### src/rtl/axi3_hp_writer.sv
// AXI3 HP-port burst writer: one fixed-length INCR burst per DMA_START, W data passed straight through.
// Optional write-response error flag enabled by defining AXI3_HP_WRITER_BRESP_CHECK_EN.
//
// state | meaning
// IDLE  | waiting for DMA_START, DMA_READY high
// ADDR  | AW channel valid, waiting for awready
// DATA  | W channel open to the producer, counting beats
// RESP  | bready high, waiting for the write response
module axi3_hp_writer #(
    parameter int BURST_SIZE = 8
) (
    input  logic        CLK,
    input  logic        RESET,
    input  logic [29:0] DMA_WR_ADDR,
    input  logic        DMA_START,
    output logic        DMA_READY,
    input  logic [31:0] DMA_WR_DATA,
    input  logic        DMA_WR_DATA_VALID,
    output logic        DMA_WR_DATA_READY,
    output logic        DMA_DONE,
    output logic        DMA_ERROR,
    input  logic        m00_axi_awready,
    output logic [31:0] m00_axi_awaddr,
    output logic [3:0]  m00_axi_awlen,
    output logic [2:0]  m00_axi_awsize,
    output logic [1:0]  m00_axi_awburst,
    output logic        m00_axi_awvalid,
    input  logic        m00_axi_wready,
    output logic [31:0] m00_axi_wdata,
    output logic [3:0]  m00_axi_wstrb,
    output logic        m00_axi_wlast,
    output logic        m00_axi_wvalid,
    input  logic        m00_axi_bvalid,
    input  logic [1:0]  m00_axi_bresp,
    output logic        m00_axi_bready
);

    typedef enum logic [1:0] {IDLE, ADDR, DATA, RESP} state_t;

    localparam logic [3:0] LAST_BEAT = 4'(BURST_SIZE - 1);

    state_t      state_q;
    logic [31:0] awaddr_q;
    logic [3:0]  beat_q;
    logic [3:0]  beat_d;
    logic        done_q;
    logic        in_data;
    logic        w_hs;

    assign in_data = (state_q == DATA);
    assign beat_d  = beat_q + 4'd1;

    // W channel is a zero-latency pass-through gated by the DATA state
    assign m00_axi_wvalid    = in_data & DMA_WR_DATA_VALID;
    assign m00_axi_wdata     = in_data ? DMA_WR_DATA : 32'd0;
    assign DMA_WR_DATA_READY = in_data & m00_axi_wready;
    assign m00_axi_wlast     = in_data & (beat_q == LAST_BEAT);
    assign w_hs              = m00_axi_wvalid & m00_axi_wready;

    assign m00_axi_awlen   = LAST_BEAT;
    assign m00_axi_awsize  = 3'b010;
    assign m00_axi_awburst = 2'b01;
    assign m00_axi_wstrb   = 4'b1111;
    assign m00_axi_awaddr  = awaddr_q;
    assign m00_axi_awvalid = (state_q == ADDR);
    assign m00_axi_bready  = (state_q == RESP);
    assign DMA_READY       = (state_q == IDLE);
    assign DMA_DONE        = done_q;

    always_ff @(posedge CLK) begin
        if (RESET) begin
            state_q  <= IDLE;
            awaddr_q <= 32'd0;
            beat_q   <= 4'd0;
            done_q   <= 1'b0;
        end else begin
            done_q <= 1'b0;
            case (state_q)
                IDLE: begin
                    if (DMA_START) begin
                        awaddr_q <= {DMA_WR_ADDR, 2'b00};
                        state_q  <= ADDR;
                    end
                end
                ADDR: begin
                    if (m00_axi_awready) begin
                        beat_q  <= 4'd0;
                        state_q <= DATA;
                    end
                end
                DATA: begin
                    if (w_hs) begin
                        beat_q <= beat_d;
                        if (m00_axi_wlast) begin
                            state_q <= RESP;
                        end
                    end
                end
                RESP: begin
                    if (m00_axi_bvalid) begin
                        done_q  <= 1'b1;
                        state_q <= IDLE;
                    end
                end
                default: state_q <= IDLE;
            endcase
        end
    end

`ifdef AXI3_HP_WRITER_BRESP_CHECK_EN
    logic error_q;

    // Sticky until reset or the next accepted burst request
    always_ff @(posedge CLK) begin
        if (RESET) begin
            error_q <= 1'b0;
        end else if ((state_q == IDLE) && DMA_START) begin
            error_q <= 1'b0;
        end else if ((state_q == RESP) && m00_axi_bvalid && (m00_axi_bresp != 2'b00)) begin
            error_q <= 1'b1;
        end
    end

    assign DMA_ERROR = error_q;
`else
    logic unused_bresp;

    assign unused_bresp = ^m00_axi_bresp;
    assign DMA_ERROR    = 1'b0;
`endif

endmodule

### config.mk
export PLATFORM = sky130hd
export DESIGN_NAME = axi3_hp_writer
export DESIGN_NICKNAME = d
export VERILOG_FILES = /design/src/rtl/axi3_hp_writer.sv
export SDC_FILE = /design/constraint.sdc
export NUM_CORES = 1
export LEC_CHECK = 0
export CORE_MARGIN = 2
export CORE_UTILIZATION = 31
export DETAILED_ROUTE_END_ITERATION = 8
export GPL_TIMING_DRIVEN = 0
export PLACE_DENSITY = 0.8
export SYNTH_ARGS = -nofsm -noshare
export SYNTH_HDL_FRONTEND = slang
export SYNTH_SLANG_ARGS = --single-unit
### constraint.sdc
create_clock -name CLK -period 1.75 [get_ports CLK]
set_input_delay 0.175 -clock CLK [delete_from_list [all_inputs] [get_ports CLK]]
set_output_delay 0.175 -clock CLK [all_outputs]
set_load 0.01 [all_outputs]
==> results of run 1 <==
[sequential cells by signal, indices dropped and copies added, names as in the netlist]
signal	flops
DMA_DONE	1
beat_q	4
m00_axi_awaddr	30
state_q	2
[power by group]
group / switching [mW] / total, mW / internal [mW]
combinational: 0.940 / 1.92 / 0.980
clock: 0.288 / 0.753 / 0.464
sequential: 0.0882 / 1.09 / 1.01
total: 1.32 / 3.77 / 2.45
[routing by layer]
metal	share of wire	vias to the layer above	global-route usage
met5	0	-	0
met1	0.37	872	0.172
li1	-	1035	-
met4	0.022	0	0.0559
met3	0.11	13	0.0758
met2	0.49	89	0.297
[worst max path at each step]
stage,to,startpoint
final,state_q[1],state_q[1]
after global routing,state_q[1],state_q[1]
after CTS,m00_axi_wdata[28],state_q[0]
after detailed placement,m00_axi_wdata[4],state_q[0]
after global placement,m00_axi_wdata[4],state_q[0]
after floorplan,state_q[1],state_q[0]
[cells by family after synthesis]
logic type	after synthesis	share of synthesized area
other	2	0.00422
buffers and inverters	36	0.110
xor gates and xnor gates	2	0.00984
AOI/OAI and AO/OA	41	0.126
adders and majority gates	5	0.0351
and+or+nand+nor	112	0.299
DFF	37	0.416
[cells in the final DEF, fill, tap and decap left out, types with 3 or more instances in the layout]
cell,n
sky130_fd_sc_hd__clkbuf_2,16
sky130_fd_sc_hd__clkdlybuf4s15_1,4
sky130_fd_sc_hd__clkdlybuf4s15_2,9
sky130_fd_sc_hd__buf_2,4
sky130_fd_sc_hd__clkbuf_1,8
sky130_fd_sc_hd__and2_1,35
sky130_fd_sc_hd__clkbuf_8,7
sky130_fd_sc_hd__clkdlybuf4s50_1,99
sky130_fd_sc_hd__nor2_1,6
sky130_fd_sc_hd__a21oi_1,33
sky130_fd_sc_hd__ha_1,4
sky130_fd_sc_hd__conb_1,16
sky130_fd_sc_hd__inv_1,3
sky130_fd_sc_hd__nand2_1,62
sky130_fd_sc_hd__dlygate4sd2_1,6
sky130_fd_sc_hd__dfxtp_1,35
sky130_fd_sc_hd__buf_4,20
[layout make-up]
type                            count  share of cell area
Buffer                             30              0.0615
Clock buffer                        7              0.0254
Clock inverter                      1             0.00884
Inverter                            6             0.00700
Multi-Input combinational cell    176               0.268
Sequential cell                    37               0.219
Tap cell                           72              0.0265
Timing Repair Buffer              139               0.384
[synth_stat cells]
| cell type | n | share of area |
|---|---|---|
| sky130_fd_sc_hd__buf_4 | 16 | 0.067 |
| sky130_fd_sc_hd__clkinvlp_2 | 1 | 0.0028 |
| sky130_fd_sc_hd__a222oi_1 | 1 | 0.0056 |
| sky130_fd_sc_hd__nand3_1 | 2 | 0.0056 |
| sky130_fd_sc_hd__conb_1 | 2 | 0.0042 |
| sky130_fd_sc_hd__a21oi_1 | 33 | 0.093 |
| sky130_fd_sc_hd__and2_1 | 35 | 0.12 |
| sky130_fd_sc_hd__ha_1 | 5 | 0.035 |
| sky130_fd_sc_hd__dfxtp_1 | 37 | 0.42 |
| sky130_fd_sc_hd__a21boi_1 | 1 | 0.0042 |
| sky130_fd_sc_hd__or3_1 | 1 | 0.0035 |
| sky130_fd_sc_hd__and3_1 | 1 | 0.0035 |
| sky130_fd_sc_hd__o21ai_1 | 1 | 0.0028 |
| sky130_fd_sc_hd__nand3b_1 | 1 | 0.0042 |
| sky130_fd_sc_hd__inv_2 | 1 | 0.0021 |
| sky130_fd_sc_hd__inv_1 | 4 | 0.0084 |
| sky130_fd_sc_hd__clkbuf_1 | 14 | 0.030 |
| sky130_fd_sc_hd__nor4_1 | 1 | 0.0035 |
| sky130_fd_sc_hd__or2_1 | 1 | 0.0035 |
| sky130_fd_sc_hd__a41o_1 | 1 | 0.0056 |
| sky130_fd_sc_hd__a311oi_1 | 1 | 0.0049 |
| sky130_fd_sc_hd__nand2_1 | 62 | 0.13 |
| sky130_fd_sc_hd__xnor2_1 | 2 | 0.0098 |
| sky130_fd_sc_hd__nor2b_1 | 1 | 0.0035 |
| sky130_fd_sc_hd__nor2_1 | 6 | 0.013 |
| sky130_fd_sc_hd__o21ai_0 | 2 | 0.0056 |
| sky130_fd_sc_hd__nor4b_1 | 1 | 0.0049 |
| sky130_fd_sc_hd__a211oi_1 | 1 | 0.0042 |
[what timing repair did]
| item | in CTS | in global routing |
|---|---|---|
| setup buffers | 1 | 2 |
| pin swaps | 0 | 1 |
| setup endpoints to repair | 38 | 52 |
| hold endpoints to repair | 0 | 0 |
| gates resized for setup | 88 | 34 |
[through the flow]
| stage | hold slack, ns | setup WS, ns | instance area, sq um | setup TNS (ns) | std cells |
|---|---|---|---|---|---|
| 2_1_floorplan | 0.311 | 0.143 | 1830 | 0 | 249 |
| 3_3_place_gp | 0.441 | -0.437 | 3280 | -12.76 | 457 |
| 3_5_place_dp | 0.450 | -0.481 | 3280 | -13.46 | 457 |
| 4_1_cts | 0.270 | -0.0437 | 3440 | -0.285 | 466 |
| 5_1_grt | 0.282 | -0.0802 | 3400 | -0.151 | 468 |
| 6_report | 0.263 | 0.0199 | 3400 | 0 | 468 |
==> impl_metrics.yaml, run 1 <==
cells_and_area:
  finalCoreUtilization: 0.613
  final-seq-area_sq_um: 743
  synthToLayoutAreaGrowth_pct: 90.7
  fraction_of_layout_cells_with_a_size_suffix_above_1: 0.164
  layout.nets: 471
  fillCellCount: 515
  multi_input_comb_area_sq_um: 908
  antenna_cells: 0
synthesis:
  yosysSeqAreaShare: 0.416
  synth_area_per_cell_sq_um: 7.58
  yosys.cell_types.count: 28
  synth_cells: 235
  number_of_synthesized_register_bits: 37
  synth.cell_area_sq_um: 1780
  ys_warn_count: 0
pwr:
  power_density_over_the_cells_nw_per_um2: 1110
  power.static_leakage_nw: 1.45
  vdd_ir_drop_max_uv: 529
  report.power.total_mw: 3.77
global_route:
  via_count_of_the_first_global_routing_pass: 1883
  gr-usage-all-layers: 0.167
  grt_antenna_before_repair: 0
  grt_first_pass_wirelength_microns: 8390
  grt_max_degree: 12
  grt_overflow: 0
worst_hold_path:
  hold-path-cell-count: 2
  hold_path_startpoint: "RESET"
  holdPathEnd: "m00_axi_awaddr[5]"
  hold_path.class: "in2reg"
job:
  maximum_capacitance_violations: 0
floorplan:
  number_of_rows_created_at_floorplan: 27
  ios: 156
  fp.dieW_microns: 79.8
  placeableCoreArea_sq_um: 5540
  die_height_microns: 79.8
  area_of_the_die_sq_um: 6370
  initial_core_util: 0.321
place:
  port_buffers: 136
  globalplace.congestion: 0.723
  dp_hpwl_microns: 4380
timing:
  min_period_over_period: 0.989
  finalClockSkew_ns: 0.00502
  slew_violations: 0
  setup-violations-final: 0
  fin_crit_ns: 1.73
  fmax_mhz: 578
  finalHoldViolations: 0
status:
  outcome: "completed"
clock_network:
  root_buffer: "sky130_fd_sc_hd__clkbuf_8"
  cts_tree: "done"
  cts_buffers: 5
  cts-root-to-sink-buffers: 2
  cts_max_level: 2
  cts.hold.buffers_added: 0
  cts_num_sinks: 37
  worstSkewPairLatency_ns: 0.28
  path_clk_slew_ns: 0.07
setup_path:
  cp_top_family: "compound AO/OA/AOI/OAI gates"
  rr_endpoint: "state_q[1]"
  slowest_delay_ns: 0.44
  worst_ep_required_time_ns: 1.93
  path_cells: "inv_1, ha_1, a222oi_1, buf_4, a211oi_1, a41o_1"
  worstPathMaxFanout: 5
  endpoint_kind: "register"
  worst-path-stages: 6
  cp.arrival_ns: 1.91
  critPathBufInv: 2
  critPathLaunchType: "register"
  r2r_depth: 6
  crit-reg2reg-launch: "state_q[1]"
  slowest_cell_on_the_critical_path: "sky130_fd_sc_hd__a222oi_1"
  path_class: "reg2reg"
  flop_to_flop_setup_slack_ns: 0.02
route:
  drt-initial-drc-count: 37
  drt-vias-per-instance: 4.29
  route.vias.total: 2009
  post-route-drc-count: 0
  detail_route.first_pass.iterations: 4
  drt-wirelength-per-cell_microns: 11.9
  antenna_violating_nets_post_route: 0
  wire_length_after_detailed_routing_microns: 5560
Power figures use the tool's default switching activity.
==> run 2, diff against run 1 <==
CAP_MARGIN = 10   (was unset)
==> results of run 2 <==
Final layout, timing and power as in run 1 (identical DEF).
